<file path="config.mk">
export PLATFORM = sky130hd
export DESIGN_NAME = ah_packet_converter_w2n
export DESIGN_NICKNAME = d
export VERILOG_FILES = /design/src/rtl/ah_pkt_pkg.sv /design/src/rtl/ah_credit_fifo.sv /design/src/rtl/ah_packet_converter_w2n.sv
export SDC_FILE = /design/constraint.sdc
export NUM_CORES = 1
export LEC_CHECK = 0
export BUFFER_PORTS_ARGS = -buffer_cell sky130_fd_sc_hd__clkbuf_2
export CORE_MARGIN = 5
export CORE_UTILIZATION = 45
export CTS_BUF_LIST = sky130_fd_sc_hd__clkbuf_2 sky130_fd_sc_hd__clkbuf_4 sky130_fd_sc_hd__clkbuf_8
export CTS_CLUSTER_SIZE = 10
export DETAILED_ROUTE_END_ITERATION = 16
export GPL_TIMING_DRIVEN = 0
export PLACE_DENSITY_LB_ADDON = 0.12
export SLEW_MARGIN = 20
export SYNTH_ARGS = -nofsm -noshare
export SYNTH_HDL_FRONTEND = slang
export SYNTH_SLANG_ARGS = --single-unit
</file>
<file path="constraint.sdc">
create_clock -name clk -period 5.28 [get_ports clk]
set_clock_uncertainty 0.2 [all_clocks]
set_input_delay 0.264 -clock clk [delete_from_list [all_inputs] [get_ports clk]]
set_output_delay 0.264 -clock clk [all_outputs]
set_load 0.01 [all_outputs]
</file>
<file path="src/rtl/ah_pkt_pkg.sv">
`default_nettype none
// ============================================================================
// Module   : ah_pkt_pkg
// Purpose  : Shared widths, credit constants and count-width helper for the
//            ah packet converters (w2n / n2w).
// Revision : 1.0
// ============================================================================
package ah_pkt_pkg;

    localparam int AH_WIDE_W      = 32;
    localparam int AH_NARROW_W    = 20;
    localparam int AH_IN_DEPTH    = 2;
    localparam int AH_OUT_CREDITS = 4;

    // Bits needed to hold any value in 0..max_val, never less than one.
    function automatic int ah_cnt_w(input int max_val);
        return (max_val < 2) ? 1 : $clog2(max_val + 1);
    endfunction

    localparam int AH_CCNT_W = ah_cnt_w(AH_OUT_CREDITS);
    localparam int AH_ICNT_W = ah_cnt_w(AH_IN_DEPTH);

endpackage
`default_nettype wire

</file>
<file path="src/rtl/ah_credit_fifo.sv">
`default_nettype none
// ============================================================================
// Module   : ah_credit_fifo
// Purpose  : Synchronous FIFO with a registered credit-return pulse per pop.
// Revision : 1.0
// ============================================================================
module ah_credit_fifo
    import ah_pkt_pkg::*;
#(
    parameter int WIDTH = AH_WIDE_W,
    parameter int DEPTH = AH_IN_DEPTH
) (
    input  logic             clk,
    input  logic             rst,
    input  logic             i_push,
    input  logic [WIDTH-1:0] i_push_data,
    input  logic             i_pop,
    output logic [WIDTH-1:0] o_pop_data,
    output logic             o_full,
    output logic             o_empty,
    output logic             o_credit
);

    localparam int C_PTR_W = (DEPTH < 2) ? 1 : $clog2(DEPTH);
    localparam int C_CNT_W = ah_cnt_w(DEPTH);
    localparam logic [C_PTR_W-1:0] C_PTR_LAST = C_PTR_W'(DEPTH - 1);
    localparam logic [C_CNT_W-1:0] C_CNT_FULL = C_CNT_W'(DEPTH);

    logic [WIDTH-1:0]   r_mem [DEPTH];
    logic [C_PTR_W-1:0] r_wptr;
    logic [C_PTR_W-1:0] r_rptr;
    logic [C_CNT_W-1:0] r_count;
    logic               r_credit;
    logic               w_push_ok;
    logic               w_pop_ok;

    assign o_full     = (r_count == C_CNT_FULL);
    assign o_empty    = (r_count == '0);
    assign o_pop_data = r_mem[r_rptr];
    assign o_credit   = r_credit;

    // A push into a full FIFO is dropped; state stays untouched.
    assign w_push_ok = i_push && !o_full;
    assign w_pop_ok  = i_pop && !o_empty;

    always_ff @(posedge clk) begin
        if (rst) begin
            r_wptr   <= '0;
            r_rptr   <= '0;
            r_count  <= '0;
            r_credit <= 1'b0;
        end else begin
            r_credit <= w_pop_ok;
            if (w_push_ok) begin
                r_wptr <= (r_wptr == C_PTR_LAST) ? '0 : r_wptr + C_PTR_W'(1);
            end
            if (w_pop_ok) begin
                r_rptr <= (r_rptr == C_PTR_LAST) ? '0 : r_rptr + C_PTR_W'(1);
            end
            case ({w_push_ok, w_pop_ok})
                2'b10:   r_count <= r_count + C_CNT_W'(1);
                2'b01:   r_count <= r_count - C_CNT_W'(1);
                default: r_count <= r_count;
            endcase
        end
    end

    always_ff @(posedge clk) begin
        if (!rst && w_push_ok) begin
            r_mem[r_wptr] <= i_push_data;
        end
    end

    a_no_push_when_full : assert property (@(posedge clk) disable iff (rst) !(i_push && o_full));

endmodule
`default_nettype wire

</file>
<file path="src/rtl/ah_packet_converter_w2n.sv">
`default_nettype none
// ============================================================================
// Module   : ah_packet_converter_w2n
// Purpose  : Wide-to-narrow credit-based stream gearbox, LSB-first.
// Revision : 1.0
// ============================================================================
module ah_packet_converter_w2n
    import ah_pkt_pkg::*;
#(
    parameter int WIDE_W      = AH_WIDE_W,
    parameter int NARROW_W    = AH_NARROW_W,
    parameter int IN_DEPTH    = AH_IN_DEPTH,
    parameter int OUT_CREDITS = AH_OUT_CREDITS
) (
    input  logic                clk,
    input  logic                rst,
    input  logic [WIDE_W-1:0]   rdata,
    input  logic                rvalid,
    output logic                rcredit,
    output logic [NARROW_W-1:0] wdata,
    output logic                wvalid,
    input  logic                wcredit
);

    localparam int C_ACC_W  = NARROW_W + WIDE_W - 1;
    localparam int C_CNT_W  = ah_cnt_w(C_ACC_W);
    localparam int C_CCNT_W = ah_cnt_w(OUT_CREDITS);
    localparam logic [C_CNT_W-1:0]  C_NARROW = C_CNT_W'(NARROW_W);
    localparam logic [C_CNT_W-1:0]  C_WIDE   = C_CNT_W'(WIDE_W);
    localparam logic [C_CCNT_W-1:0] C_CRED   = C_CCNT_W'(OUT_CREDITS);

    logic [C_ACC_W-1:0]  r_acc;
    logic [C_CNT_W-1:0]  r_cnt;
    logic [C_CCNT_W-1:0] r_ccnt;
    logic [NARROW_W-1:0] r_wdata;
    logic                r_wvalid;

    logic [C_ACC_W-1:0]  w_acc_ae;
    logic [C_ACC_W-1:0]  w_acc_nxt;
    logic [C_ACC_W-1:0]  w_load_bits;
    logic [C_CNT_W-1:0]  w_cnt_ae;
    logic [C_CNT_W-1:0]  w_cnt_nxt;
    logic [WIDE_W-1:0]   w_head;
    logic                w_full;
    logic                w_empty;
    logic                w_emit;
    logic                w_load;

    ah_credit_fifo #(
        .WIDTH (WIDE_W),
        .DEPTH (IN_DEPTH)
    ) u_fifo (
        .clk         (clk),
        .rst         (rst),
        .i_push      (rvalid),
        .i_push_data (rdata),
        .i_pop       (w_load),
        .o_pop_data  (w_head),
        .o_full      (w_full),
        .o_empty     (w_empty),
        .o_credit    (rcredit)
    );

    // Emit first, then load at the post-emit fill level so both can share a cycle.
    always_comb begin
        w_emit    = (r_cnt >= C_NARROW) && (r_ccnt != '0);
        w_cnt_ae  = r_cnt;
        w_acc_ae  = r_acc;
        if (w_emit) begin
            w_cnt_ae = r_cnt - C_NARROW;
            w_acc_ae = r_acc >> NARROW_W;
        end
        w_load      = !w_empty && (w_cnt_ae < C_NARROW);
        w_load_bits = C_ACC_W'(w_head) << w_cnt_ae;
        w_acc_nxt   = w_acc_ae;
        w_cnt_nxt   = w_cnt_ae;
        if (w_load) begin
            w_acc_nxt = w_acc_ae | w_load_bits;
            w_cnt_nxt = w_cnt_ae + C_WIDE;
        end
    end

    always_ff @(posedge clk) begin
        if (rst) begin
            r_acc    <= '0;
            r_cnt    <= '0;
            r_ccnt   <= C_CRED;
            r_wdata  <= '0;
            r_wvalid <= 1'b0;
        end else begin
            r_acc    <= w_acc_nxt;
            r_cnt    <= w_cnt_nxt;
            r_wvalid <= w_emit;
            if (w_emit) begin
                r_wdata <= r_acc[NARROW_W-1:0];
            end
            // A surplus credit at the ceiling is ignored rather than wrapping.
            if (w_emit && !wcredit) begin
                r_ccnt <= r_ccnt - C_CCNT_W'(1);
            end else if (!w_emit && wcredit && (r_ccnt != C_CRED)) begin
                r_ccnt <= r_ccnt + C_CCNT_W'(1);
            end
        end
    end

    assign wdata  = r_wdata;
    assign wvalid = r_wvalid;

    a_no_credit_overflow : assert property (@(posedge clk) disable iff (rst)
        !(wcredit && !w_emit && (r_ccnt == C_CRED)));

endmodule
`default_nettype wire
</file>
# After elaboration in Yosys (flattened, before gate mapping)
# Memories as Yosys holds them, arrays and structs flattened. A register that Yosys moved wholly into a read port is not among the register bits.
# Cells that the tools add are included.
classes:
  n_addsub: 8
  multipliers: 0
  n_div: 0
  n_lt_le_gt_ge: 2
  n_eq_ne: 4
  shift: 1
  muxes: 13
  n_bitwise: 1
  n_reduce_logical: 17
op_table:
  columns: ["op", "count"]
  rows:
  - ["$mux 51", 2]
  - ["$or 51x51->51", 1]
  - ["$shl 32x6->51", 1]
  - ["$mux 6", 2]
  - ["$logic_and 1x1->1", 8]
  - ["$add 6x6->6 const B", 1]
  - ["$ge 6x5->1 const B", 1]
  - ["$lt 6x5->1 const B", 1]
  - ["$mux 1", 6]
  - ["$mux 3", 2]
  - ["$sub 6x5->6 const B", 1]
  - ["$logic_not 1->1", 5]
  - ["$eq 2x2->1 const B", 2]
  - ["$pmux 2 s2", 1]
  - ["$reduce_bool 2->1", 2]
  - ["$add 3x1->3 const B", 1]
  - ["$ne 3x3->1 const B", 1]
  - ["$reduce_bool 3->1", 1]
  - ["$sub 3x1->3 const B", 1]
  - ["$add 1x1->1 const B", 2]
  - ["$add 2x1->2 const B", 1]
  - ["$eq 2x1->1 const B", 1]
  - ["$logic_not 2->1", 1]
  - ["$sub 2x1->2 const B", 1]
totals:
  ff_bits: 86
  latchBits: 0
  mem_bits_rw: 64
  mem_bits_ro: 0
  in_bits: 36
  out_inout_bits: 22
  word_cells: 56
  memories: 1
memory_table:
  columns: ["name", "depth", "width", "read_ports", "rd_clocked_by_memory_dff", "wr", "line_no", "rtl"]
  rows:
  - ["u_fifo.r_mem", 2, 32, 1, 1, 1, "ah_credit_fifo.sv:29", "logic [WIDTH-1:0] r_mem [DEPTH];"]

# Logic depth before layout (Yosys ltp)
logic_depth:
  depth_word: 8
  ltp_mapped: 12
  ltp_nobuf: 11

# Hierarchy
# From an unflattened synthesis, not the netlist that was laid out.
unflattened:
  cells_unflattened: 792
  area_unflattened_um2: 7803.7
by_module_without_submodules:
  columns: ["mod", "n_inst", "cells_per_inst", "area_each_um2", "seq_area_each_um2"]
  rows:
  - ["ah_packet_converter_w2n", 1, 663, 5251.3, 1581.5]
  - ["ah_credit_fifo", 1, 129, 2552.4, 2042.0]

# Least setup slack after synthesis
# OpenSTA, ideal clock, no wires.
synth_path:
  kind: "input -> register"
  from: "in rst"
  to: "mem u_fifo.r_mem[1][0] in the netlist's numbering, enable pin"
  setup_time_ns: 0.468
  arrival_time_ns: 3.087
  t_required_ns: 4.612
  path_slack_ns: 1.525
  cell_stages: 3
  path_buffers: 2
  path_cell_list: "clkbuf_1 clkbuf_1 nor3b_1"
synth_via:
  elab_chain_cells: 4
synth_rtl:
  columns: ["element", "line_no", "rtl"]
  rows:
  - ["start: declaration", "ah_packet_converter_w2n.sv:16", "input logic rst,"]
  - ["$logic_not 1->1", "ah_credit_fifo.sv:69", "if (!rst && w_push_ok) begin"]
  - ["$logic_and 1x1->1", "ah_credit_fifo.sv:69", null]
  - ["$mux 1", "ah_credit_fifo.sv:69", null]
  - ["$mux 1 (not written as such)", "ah_credit_fifo.sv:70", "r_mem[r_wptr] <= i_push_data;"]
  - ["end: declaration", "ah_credit_fifo.sv:29", null]
# No other way between the ends.

# Worst setup path after layout
layout_path:
  from: "reg r_cnt[3]"
  to: "reg u_fifo.r_count[1]"
layout_via:
  elab_chain_cells: 8
  word_cells_on_any_way: 11
  classes_between: "1 x add/sub; 2 x order compare; 2 x eq/ne; 2 x mux; 4 x reduce/logical"
layout_rtl:
  columns: ["element", "line_no", "rtl"]
  rows:
  - ["start: declaration", "ah_packet_converter_w2n.sv:33", "logic [C_CNT_W-1:0] r_cnt;"]
  - ["start signal: assignment", "ah_packet_converter_w2n.sv:92", "r_cnt <= w_cnt_nxt;"]
  - ["$ge 6x5->1", "ah_packet_converter_w2n.sv:66", "w_emit = (r_cnt >= C_NARROW) && (r_ccnt != '0);"]
  - ["$logic_and 1x1->1", "ah_packet_converter_w2n.sv:66", null]
  - ["$mux 6 *", "ah_packet_converter_w2n.sv:69", "if (w_emit) begin"]
  - ["$lt 6x5->1 *", "ah_packet_converter_w2n.sv:73", "w_load = !w_empty && (w_cnt_ae < C_NARROW);"]
  - ["$logic_and 1x1->1 *", "ah_packet_converter_w2n.sv:73", null]
  - ["$logic_and 1x1->1 *", "ah_credit_fifo.sv:44", "assign w_pop_ok = i_pop && !o_empty;"]
  - ["net u_fifo.w_pop_ok", "ah_credit_fifo.sv:35", "logic w_pop_ok;"]
  - ["$eq 2x1->1 or $eq 2x2->1 (tied branches)", "ah_credit_fifo.sv:60", "case ({w_push_ok, w_pop_ok})"]
  - ["$pmux 2 s2 or $reduce_bool 2->1 (tied branches)", null, null]
  - ["end signal: assignment", "ah_credit_fifo.sv:61", "2'b10: r_count <= r_count + C_CNT_W'(1);"]
  - ["end signal: assignment", "ah_credit_fifo.sv:62", "2'b01: r_count <= r_count - C_CNT_W'(1);"]
  - ["end signal: assignment", "ah_credit_fifo.sv:63", "default: r_count <= r_count;"]
  - ["end: declaration", "ah_credit_fifo.sv:32", "logic [C_CNT_W-1:0] r_count;"]
# Mark *: on every way through the listed nets, which the timed path passes. The rest lies on a longest branch.
# A chain may end at the register's enable or synchronous reset.

==> reports/qor.yml <==
status: "finished clean"
hp-start: "rvalid"
ir_worst_vdd_mv: 0.242
ctsRootBufferMaster: "clkbuf_8"
grt_antenna_before_repair: 0
rr_worst_depth: 11
ys_warn_count: 0
syn_inst: 693
startpoint_type: "register"
drv_cap: 0
fin_nets: 847
rsz0062_at_grt: "false"
ant_nets: 0
r2r_setup_slack_ns: 1.39
relSlewSlack_pct: 42.8
fmaxAchievable_ghz: 0.257
dp_slack_ns: 1.48
dp_hpwl_mm: 14.4
synth_area_mm2: 0.00697
slew_violations: 0
grt_pass1_wl_mm: 31.0
initialDrtViolationCount: 447
hold_path_depth: 4
grt.overflow.total: 0
rows: 45
power_mw: 5.00
final_core_util_pct: 54.6
power_density_mw_per_mm2: 603
ys_ff_latch: 149
final_cell_mix: "nand2_1, dfxtp_1, edfxtp_1"
worst_pin_slew_ns: 0.856
port_buffers: 56
yosys.cell_types.count: 70
first_pass_iters: 6
r2r_start: "r_cnt[3]"
worst_hold_path.endpoint: "u_fifo.r_wptr"
clock_sinks: 149
syn_area_per_cell_um2: 10.1
hp-class: "input port to register"
endpoint_kind: "register"
clockBufferDepth: 2
cp.required_ns: 5.45
dieArea_mm2: 0.0181
antenna_cells: 0
whs_ns: 0.164
synth_enable_flop_cells: 64
grt_pass1_vias: 5649
fin_crit_ns: 3.89
detailroute.via_count: 5684
postRouteWirelength_mm: 19.5
grt_max_degree: 17
power_leakage_nw: 2.97
synth_nets: 733
setup_viol: 0
fp.dieH_um: 134
core_mm2: 0.0152
fin_crit_sh_pct: 73.7
boundaryPins: 58
final_hold_viol_count: 0
start_util_pct: 45.8
vias_per_cell: 5.64
fp.dieW_um: 134
final_common_cell: "nand2_1"
r2r-end: "u_fifo.r_count[1]"
yosysSeqAreaShare_pct: 52.0
track_usage_pct: 22.2
synthFlopType: "dfxtp_1"
stdcell_count: 1008
clk_latency_ns: 0.45
dp.cells: 943
drive_gt1_share_pct: 20.5
drc: 0
ctsHtreeMaxLevel: 4
arrival_ns: 4.06
wl_per_cell_um: 19.4
critical_path_class: "register to register"
critPathMaxFanout: 9
tritoncts: "yes"
area_growth_pct: 19.0
fin_ws_ns: 1.39
clkTransAtPathRegs_ns: 0.08
cts_inserted_buffers: 17
async_flop_share_pct: 0
gp_congestion: 0.946
cell type report:
class	instances	area, µm²
fill	1377	6910
tap	188	235
buffer	47	223
clock buffer	21	268
multi-input combinational	490	3110
inverter	7	26.3
sequential	149	3620
clock inverter	11	151
timing repair buffer	95	659
metrics by stage:
stage,setup TNS (ns),area [µm²]
after detailed placement,0,7540
final,0,8290
after CTS,0,8290
after floorplan,0,6970
after global routing,0,8290
after global placement,-0.546,7480
cells in the mapped netlist, drive strengths merged (3+ instances only):
cell	number	share of area, %
nor2	43	2.4
nor3	13	1.2
ha	3	0.54
a211oi	5	0.61
clkbuf	26	1.4
nand2	154	8.6
a41oi	11	1.4
edfxtp	64	28
a31oi	17	1.5
mux2i	26	3.7
nand2b	6	0.54
mux4	5	1.6
and2	9	0.88
a22oi	6	0.65
mux2	35	5.8
o211ai	5	0.61
o21ai	32	2.4
buf	21	1.8
xor2	4	0.50
nor2b	3	0.27
a32oi	6	0.75
dfxtp	85	24
inv	7	0.38
or3	6	0.54
nand3	8	0.57
a21oi	49	3.8
a222oi	3	0.43
registers in the layout (all words and copies together) (netlist names), named ones only:
register and count:
u_fifo.r_rptr 1, wvalid 1, r_acc 51, r_cnt 4, r_ccnt 3, wdata 20
u_fifo.r_wptr 1, u_fifo.r_count 2, u_fifo.o_credit 1, u_fifo.r_mem 64
worst max-delay path, cell delays in order, from the launching register on:
cell	delay [ns]
dfxtp_1	0.31
clkbuf_1	0.38
inv_1	0.21
ha_1	0.24
nand2b_1	0.21
a21oi_2	0.49
nor2_1	0.14
mux2_4	0.39
a21oi_2	0.39
ha_1	0.34
or3_1	0.38
a21oi_1	0.15
power by group:
group          switching, mW  total (mW)  internal, mW
combinational           1.61        2.51         0.901
sequential             0.123        1.56          1.43
clock                  0.433       0.929         0.496
total                   2.17        5.00          2.83
per-layer routing:
layer  wire (µm)  GRT usage [%]
met5           0              0
met4         495           8.71
met3        1170           4.20
met2        9200           35.7
met1        8660           29.8
logic make-up (layout without fill, tap and decap cells):
family | count (synthesis) | in the layout | share of synthesized area (%)
XOR/XNOR | 6 | 6 | 0.754
adder cells (fa/ha/maj) | 4 | 4 | 0.826
buffers and inverters | 54 | 181 | 3.57
AND/OR/NAND/NOR | 250 | 250 | 15.7
flip-flops | 149 | 149 | 52.0
multiplexers | 66 | 66 | 11.1
AO/OA/AOI/OAI | 164 | 164 | 16.0
how the worst max path moves through the flow:
stage | to | from
2_1_floorplan | u_fifo.r_mem[1][0] | rst
3_3_place_gp | u_fifo.r_mem[1][0] | rst
3_5_place_dp | u_fifo.r_count[1] | r_cnt[3]
4_1_cts | u_fifo.r_count[1] | r_cnt[3]
5_1_grt | wdata[19] | r_cnt[3]
6_report | u_fifo.r_count[1] | r_cnt[3]
repair_timing:
action	CTS	global route
resized for setup	0	0
hold buffers	33	0
buffers inserted	0	0
hold endpoints to repair	65	0
(Power assumes the default switching activity.)
